`src/rtl/uart_print_unit_if.sv`:
```
// Request channel of the UART print unit: a valid/ready handshake that carries
// one 32-bit word plus the number of its low-order bytes to print.
interface uart_print_unit_if;
    logic        REQ_VALID;
    logic [31:0] REQ_DATA;
    logic [1:0]  REQ_NBYTES;   // byte count minus one
    logic        REQ_READY;

    modport master (output REQ_VALID, REQ_DATA, REQ_NBYTES, input REQ_READY);
    modport slave  (input REQ_VALID, REQ_DATA, REQ_NBYTES, output REQ_READY);
endinterface

```
`src/rtl/uart_print_unit.sv`:
```
// UART print unit: a packer splits accepted words into bytes (most significant
// selected byte first), a circular byte queue buffers them, and an 8N1
// transmitter serialises them back-to-back onto UART_TX.
// Optional build macro PRINT_PARITY_EN adds an even-parity bit (8E1 frames).
module uart_print_unit #(
    parameter int DEPTH       = 512,  // queue entries, power of two, >= 4
    parameter int CLK_PER_BIT = 868   // clock cycles per UART bit, >= 2
) (
    input  logic                    CLK,
    input  logic                    INITIALIZE_N,
    uart_print_unit_if.slave        req,
    output logic [$clog2(DEPTH):0]  LEVEL,
    output logic                    BUSY,
    output logic                    UART_TX
);
    localparam int PTR_W = $clog2(DEPTH);
    localparam int CNT_W = $clog2(CLK_PER_BIT);
    localparam logic [CNT_W-1:0] CNT_LAST   = CNT_W'(CLK_PER_BIT - 1);
    localparam logic [PTR_W:0]   LEVEL_FULL = (PTR_W + 1)'(DEPTH);

    typedef enum logic {
        PK_IDLE,
        PK_PACK
    } pk_state_t;

    typedef enum logic [2:0] {
        TX_IDLE,
        TX_START,
        TX_DATA,
`ifdef PRINT_PARITY_EN
        TX_PARITY,
`endif
        TX_STOP
    } tx_state_t;

    // Packer state
    pk_state_t      pk_state;
    logic [31:0]    pk_data;
    logic [1:0]     pk_idx;     // index of the byte to write next, counts down

    // Queue state
    logic [7:0]     mem [DEPTH];
    logic [PTR_W-1:0] wr_ptr;
    logic [PTR_W-1:0] rd_ptr;

    // Transmitter state
    tx_state_t      tx_state;
    logic [CNT_W-1:0] tx_cnt;   // cycles elapsed within the current bit
    logic [2:0]     tx_bit;     // data bit being sent
    logic [7:0]     tx_shift;   // current frame byte, LSB is on the line
`ifdef PRINT_PARITY_EN
    logic           tx_par;
`endif

    logic           full;
    logic           empty;
    logic           wr_en;
    logic [7:0]     wr_byte;
    logic           bit_end;
    logic           pop;
    logic [7:0]     rd_byte;

    assign full    = (LEVEL == LEVEL_FULL);
    assign empty   = (LEVEL == '0);
    assign wr_en   = (pk_state == PK_PACK) && !full;
    assign wr_byte = pk_data[{pk_idx, 3'b000} +: 8];
    assign bit_end = (tx_cnt == CNT_LAST);
    assign rd_byte = mem[rd_ptr];

    // A byte leaves the queue when the line is free, or in the last cycle of
    // a stop bit so the next start bit follows with no idle gap.
    assign pop = !empty && ((tx_state == TX_IDLE) ||
                            ((tx_state == TX_STOP) && bit_end));

    assign req.REQ_READY = (pk_state == PK_IDLE);
    assign BUSY = (pk_state != PK_IDLE) || !empty || (tx_state != TX_IDLE);

    // Packer: latch a request, then emit its bytes one per cycle while the
    // queue has room.
    // NOTE: state registers use non-blocking assignments so every flop samples
    // pre-edge values regardless of statement order.
    always_ff @(posedge CLK or negedge INITIALIZE_N) begin
        if (!INITIALIZE_N) begin
            pk_state <= PK_IDLE;
            pk_data  <= '0;
            pk_idx   <= '0;
        end else begin
            case (pk_state)
                PK_IDLE: begin
                    if (req.REQ_VALID) begin
                        pk_data  <= req.REQ_DATA;
                        pk_idx   <= req.REQ_NBYTES;
                        pk_state <= PK_PACK;
                    end
                end
                PK_PACK: begin
                    if (!full) begin
                        if (pk_idx == 2'd0) begin
                            pk_state <= PK_IDLE;
                        end else begin
                            pk_idx <= pk_idx - 2'd1;
                        end
                    end
                end
                default: pk_state <= PK_IDLE;
            endcase
        end
    end

    // Queue storage write port.
    // NOTE: the RAM has no reset; emptiness is tracked by LEVEL, so stale
    // contents are never read and the array can map onto plain memory.
    always_ff @(posedge CLK) begin
        if (wr_en) begin
            mem[wr_ptr] <= wr_byte;
        end
    end

    // Queue pointers and occupancy; pointers wrap naturally at DEPTH.
    always_ff @(posedge CLK or negedge INITIALIZE_N) begin
        if (!INITIALIZE_N) begin
            wr_ptr <= '0;
            rd_ptr <= '0;
            LEVEL  <= '0;
        end else begin
            if (wr_en) begin
                wr_ptr <= wr_ptr + 1'b1;
            end
            if (pop) begin
                rd_ptr <= rd_ptr + 1'b1;
            end
            case ({wr_en, pop})
                2'b10:   LEVEL <= LEVEL + 1'b1;
                2'b01:   LEVEL <= LEVEL - 1'b1;
                default: LEVEL <= LEVEL;
            endcase
        end
    end

    // Transmitter: start, 8 data bits LSB-first, optional parity, stop; each
    // bit held for CLK_PER_BIT cycles and driven straight from a flop.
    always_ff @(posedge CLK or negedge INITIALIZE_N) begin
        if (!INITIALIZE_N) begin
            tx_state <= TX_IDLE;
            tx_cnt   <= '0;
            tx_bit   <= '0;
            tx_shift <= '0;
            UART_TX  <= 1'b1;
`ifdef PRINT_PARITY_EN
            tx_par   <= 1'b0;
`endif
        end else begin
            case (tx_state)
                TX_IDLE: begin
                    tx_cnt <= '0;
                    if (pop) begin
                        tx_shift <= rd_byte;
`ifdef PRINT_PARITY_EN
                        tx_par   <= ^rd_byte;
`endif
                        UART_TX  <= 1'b0;
                        tx_state <= TX_START;
                    end
                end
                TX_START: begin
                    if (bit_end) begin
                        tx_cnt   <= '0;
                        tx_bit   <= '0;
                        UART_TX  <= tx_shift[0];
                        tx_state <= TX_DATA;
                    end else begin
                        tx_cnt <= tx_cnt + 1'b1;
                    end
                end
                TX_DATA: begin
                    if (bit_end) begin
                        tx_cnt <= '0;
                        if (tx_bit == 3'd7) begin
`ifdef PRINT_PARITY_EN
                            UART_TX  <= tx_par;
                            tx_state <= TX_PARITY;
`else
                            UART_TX  <= 1'b1;
                            tx_state <= TX_STOP;
`endif
                        end else begin
                            tx_bit   <= tx_bit + 1'b1;
                            tx_shift <= {1'b0, tx_shift[7:1]};
                            UART_TX  <= tx_shift[1];
                        end
                    end else begin
                        tx_cnt <= tx_cnt + 1'b1;
                    end
                end
`ifdef PRINT_PARITY_EN
                TX_PARITY: begin
                    if (bit_end) begin
                        tx_cnt   <= '0;
                        UART_TX  <= 1'b1;
                        tx_state <= TX_STOP;
                    end else begin
                        tx_cnt <= tx_cnt + 1'b1;
                    end
                end
`endif
                TX_STOP: begin
                    if (bit_end) begin
                        tx_cnt <= '0;
                        if (pop) begin
                            tx_shift <= rd_byte;
`ifdef PRINT_PARITY_EN
                            tx_par   <= ^rd_byte;
`endif
                            UART_TX  <= 1'b0;
                            tx_state <= TX_START;
                        end else begin
                            tx_state <= TX_IDLE;
                        end
                    end else begin
                        tx_cnt <= tx_cnt + 1'b1;
                    end
                end
                default: begin
                    tx_state <= TX_IDLE;
                    UART_TX  <= 1'b1;
                end
            endcase
        end
    end
endmodule

```
`src/flat_wrapper.sv`:
```
// flat-port wrapper written by rule: the top's interface ports become plain ports
module uart_print_unit_flat 
#(
    parameter int DEPTH       = 512,                                      
    parameter int CLK_PER_BIT = 868                                     
)
  (CLK, INITIALIZE_N, LEVEL, BUSY, UART_TX, req_REQ_VALID, req_REQ_DATA, req_REQ_NBYTES, req_REQ_READY);
  uart_print_unit_if req_i ();
  input  logic CLK;
  input  logic INITIALIZE_N;
  output logic [$clog2(DEPTH):0] LEVEL;
  output logic BUSY;
  output logic UART_TX;
  input wire logic [$bits(req_i.REQ_VALID)-1:0] req_REQ_VALID;
  input wire logic [$bits(req_i.REQ_DATA)-1:0] req_REQ_DATA;
  input wire logic [$bits(req_i.REQ_NBYTES)-1:0] req_REQ_NBYTES;
  output wire logic [$bits(req_i.REQ_READY)-1:0] req_REQ_READY;
  assign req_i.REQ_VALID = req_REQ_VALID;
  assign req_i.REQ_DATA = req_REQ_DATA;
  assign req_i.REQ_NBYTES = req_REQ_NBYTES;
  assign req_REQ_READY = req_i.REQ_READY;
  uart_print_unit #(.DEPTH(DEPTH), .CLK_PER_BIT(CLK_PER_BIT)) u_core (.CLK(CLK), .INITIALIZE_N(INITIALIZE_N), .req(req_i), .LEVEL(LEVEL), .BUSY(BUSY), .UART_TX(UART_TX));
endmodule
```
`config.mk`:
```
export PLATFORM = sky130hd
export DESIGN_NAME = uart_print_unit_flat
export DESIGN_NICKNAME = d
export VERILOG_FILES = /design/src/rtl/uart_print_unit_if.sv /design/src/rtl/uart_print_unit.sv /design/src/flat_wrapper.sv
export SDC_FILE = /design/constraint.sdc
export NUM_CORES = 2
export LEC_CHECK = 0
export BUFFER_PORTS_ARGS = -buffer_cell sky130_fd_sc_hd__buf_2
export CORE_ASPECT_RATIO = 2
export CORE_MARGIN = 8
export CORE_UTILIZATION = 55
export CTS_BUF_LIST = sky130_fd_sc_hd__clkbuf_4 sky130_fd_sc_hd__clkbuf_8
export DETAILED_ROUTE_END_ITERATION = 12
export PLACE_DENSITY = 0.69
export SYNTH_ARGS = -nofsm -noshare
export SYNTH_HDL_FRONTEND = slang
export SYNTH_SLANG_ARGS = --single-unit
```
`constraint.sdc`:
```
create_clock -name CLK -period 6.95 [get_ports CLK]
set_input_delay 1.39 -clock CLK [delete_from_list [all_inputs] [get_ports CLK]]
set_output_delay 1.39 -clock CLK [all_outputs]
set_load 0.05 [all_outputs]
```
==> flow_metrics.tcl <==
set metrics [dict create \
    synth_nets 7668 \
    violations "max-capacitance violations, max-slew violations" \
    hp-class "in -> async" \
    max_cap_violations 1 \
    async_flop_share_pct 2.080 \
    intPower_mw 54.50 \
    tritoncts "done" \
    num_vias 80220 \
    clk-insertion-delay-late_ns 1.04 \
    rows 283 \
    grt_max_degree 221 \
    synth_edf_count 4096 \
    post-dp-hpwl_mm 244.3 \
    cts_hold_buffers 0 \
    final.setup.tns_ns 0 \
    drtPass1Iterations 9 \
    ant_nets 0 \
    synth_ff_type "edfxtp_1" \
    crit_arrival_ns 6.10 \
    clkTransAtPathRegs_ns 0.07 \
    status "finished, violations left" \
    netlist_area_mm2 0.1632 \
    die_x_um 401.2 \
    yosysWarnings 0 \
    endpoint_kind "flop" \
    critPathMaxStageDelay_ns 0.99 \
    io_pins 50 \
    drt_iter0_markers 10180 \
    gp_congestion 0.8520 \
    fp.dieH_um 786.4 \
    synth_top_area_share_pct 75.37 \
    yosysMostFrequentCell "edfxtp_1" \
    p_clk_share_pct 22.4 \
    start_util_pct 55.13 \
    grt_pass1_wl_mm 587.1 \
    finalClockSkew_ns 0.04968 \
    via_per_inst 6.550 \
    multiInputGateArea_mm2 0.03578 \
    irDropWorstVdd_mv 0.8807 \
    synthTopCellsByCount "edfxtp_1, mux4_2, nor2_1" \
    regArea_mm2 0.1252 \
    grt_use_total_pct 25.73 \
    yosysSeqAreaShare_pct 76.70 \
    fin_crit_ns 5.235 \
    drive_above_1_share_pct 27.15 \
    area_delta_synth_final_pct 9.771 \
    critPathKind "reg -> reg" \
    antenna_found_initial 10 \
    clkSinkCount 4183 \
    htreeDepth 6 \
    slew_violations 2 \
    rsz0062_at_grt "false" \
    routed_wirelength_mm 413.9 \
    leakage_nw 56.40 \
    grt_pass1_vias 80360 \
    finalNetCount 7990 \
    cts_setup_buffers 0 \
    p_sw_share_pct 34.69 \
    seqPwrFrac_pct 43.9 \
    cts_resized 0 \
    cts-root-buf "clkbuf_8" \
    stdcell_area_mm2 0.1791 \
    die_area_mm2 0.3155 \
    power_switching_mw 28.95 \
    critPathMaxFanout 21 \
    fin_crit_sh_pct 75.32 \
    required_ns 7.82 \
    hold_viol_final 0 \
    avgSynthCellArea_um2 21.43 \
    wl_per_cell_um 33.79 \
    start_kind "flop" \
    cp_cell_sequence "buf_4 -> and2_1 -> nand2_2 -> o22ai_1 -> a2111oi_0 -> a21oi_1 -> a211oi_1 -> o21ai_1" \
    cpMaxStageDelayCell "a2111oi_0" \
    ys_ff_latch 4183 \
    pwr-share-comb_pct 33.7 \
    hold-worst-slack_ns 0.3452 \
    core_mm2 0.2960 \
    synth.area.top_cells "edfxtp_1, mux4_2, mux2i_1, nor2_1, dfrtp_1" \
    max_freq_ghz 0.1910 \
    finalSetupViolations 0 \
    synth_cell_types 72 \
    worst_pin_slew_ns 1.504 \
    yosys.area.top_type "edfxtp_1" \
    power.density_mw_per_mm2 465.8 \
    slew_headroom_pct -0.5944 \
    numCtsBuffers 578 \
    clockBufferDepth 4 \
    num-fill-cells 20430 \
    port_buffers 49 \
    place_area_mm2 0.1678 \
    overflow 0 \
    syn_inst 7614 \
    drcViolationCount 0 \
]
metrics by stage:
step           utilization (%)  instances  total power, mW  setup slack [ns]
2_1_floorplan                -       7614            55.22             1.575
3_3_place_gp             56.69      11200            64.59             1.757
3_5_place_dp             56.69      11200            65.17             1.729
4_1_cts                  60.51      12240            83.56             1.695
5_1_grt                  60.51      12240            85.81             1.637
6_report                 60.52      12250            83.45             1.715
path summary, 6_finish.rpt:
| kind | from | endpoint | slack, ns | depth (start not counted) |
|---|---|---|---|---|
| max | u_core.rd_ptr[4]$_DFFE_PN0N_ | u_core.tx_shift[2]$_DFFE_PN0P_ | 1.71 | 8 |
| min | INITIALIZE_N | u_core.pk_data[17]$_DFFE_PN0P_ | 0.35 | 1 |
| max reg2reg | u_core.rd_ptr[4]$_DFFE_PN0N_ | u_core.tx_shift[2]$_DFFE_PN0P_ | 1.71 | 8 |
| min reg2reg | u_core.tx_cnt[0]$_DFFE_PN0P_ | u_core.tx_cnt[0]$_DFFE_PN0P_ | 0.48 | 1 |
| max in group asynchronous | INITIALIZE_N | u_core.rd_ptr[4]$_DFFE_PN0N_ | 5.28 | 2 |
| min in group CLK | u_core.tx_cnt[0]$_DFFE_PN0P_ | u_core.tx_cnt[0]$_DFFE_PN0P_ | 0.48 | 1 |
metal layers:
| metal | part of all wire, % | GRT usage [%] | up-vias |
|---|---|---|---|
| met5 | 0.012 | 0 | - |
| met4 | 5.5 | 12.34 | 8 |
| met3 | 8.6 | 4.781 | 904 |
| met2 | 49 | 41.43 | 4473 |
| met1 | 37 | 34.44 | 42460 |
| li1 | - | - | 32370 |
kinds of logic (layout without fill, tap and decap cells):
kind of cell / count (synthesis) / after routing / synth area share, %
other cells: 0 / 11 / 0
simple gates: 974 / 974 / 2.503
flops: 4183 / 4183 / 76.70
xor+xnor: 36 / 36 / 0.1932
buf+inv: 484 / 1260 / 1.539
mux: 1444 / 1444 / 16.94
fa+ha+maj: 17 / 17 / 0.1303
compound gates: 476 / 476 / 1.991
registers in the layout, summed over array words and instances (netlist names):
name             flops
u_core.LEVEL        10
u_core.wr_ptr        9
u_core.UART_TX       1
u_core.tx_bit        3
u_core.pk_state      1
u_core.pk_idx        2
u_core.pk_data      32
u_core.mem        4096
u_core.tx_cnt       10
u_core.tx_shift      8
u_core.tx_state      2
u_core.rd_ptr        9
layout make-up:
cell class | instances | share of cell area (%)
flip-flops and latches | 4183 | 69.89
multi-input cells | 2947 | 19.97
clock buffers | 789 | 5.416
well taps | 3847 | 2.687
repair buffers | 208 | 1.084
clock inverters | 245 | 0.8912
inverters | 18 | 0.04749
diodes | 11 | 0.01537
power by group through the flow:
stage,combinational (mW),sequential (mW),clock (mW)
final,28.1,36.6,18.7
after detailed placement,28.1,37.1,0
after global placement,27.6,37.0,0
after floorplan,16.8,38.4,0
after CTS,28.1,36.5,18.9
after global routing,29.3,36.6,19.9
worst max-delay path, delay by kind of cell (launching register included):
| kind | cells | cell delay (ns) |
|---|---|---|
| compound gates | 5 | 2.47 |
| simple gates | 2 | 1.58 |
| flops | 1 | 0.65 |
| buf+inv | 1 | 0.31 |
placed cells by master, fill, tap and decap left out, drive strengths merged, types with 9 or more instances in the layout:
| cell | instances |
|---|---|
| edfxtp | 4096 |
| mux4 | 1050 |
| clkbuf | 789 |
| nor2 | 612 |
| mux2i | 349 |
| buf | 208 |
| clkinv | 194 |
| nand2 | 174 |
| dfrtp | 86 |
| a21oi | 79 |
| a22oi | 75 |
| o22ai | 67 |
| o21ai | 63 |
| mux2 | 45 |
| nand3 | 41 |
| a211oi | 37 |
| nor3 | 33 |
| a221oi | 28 |
| clkinvlp | 27 |
| nor2b | 26 |
| inv | 25 |
| xnor2 | 19 |
| a31oi | 19 |
| xor2 | 17 |
| ha | 17 |
| bufinv | 17 |
| o211ai | 15 |
| a22o | 15 |
| and3 | 14 |
| and2 | 13 |
| a2111oi | 12 |
| diode | 11 |
| nand4 | 10 |
| o31ai | 10 |
| o221ai | 9 |
No activity file was read; power rests on OpenSTA's default activity.
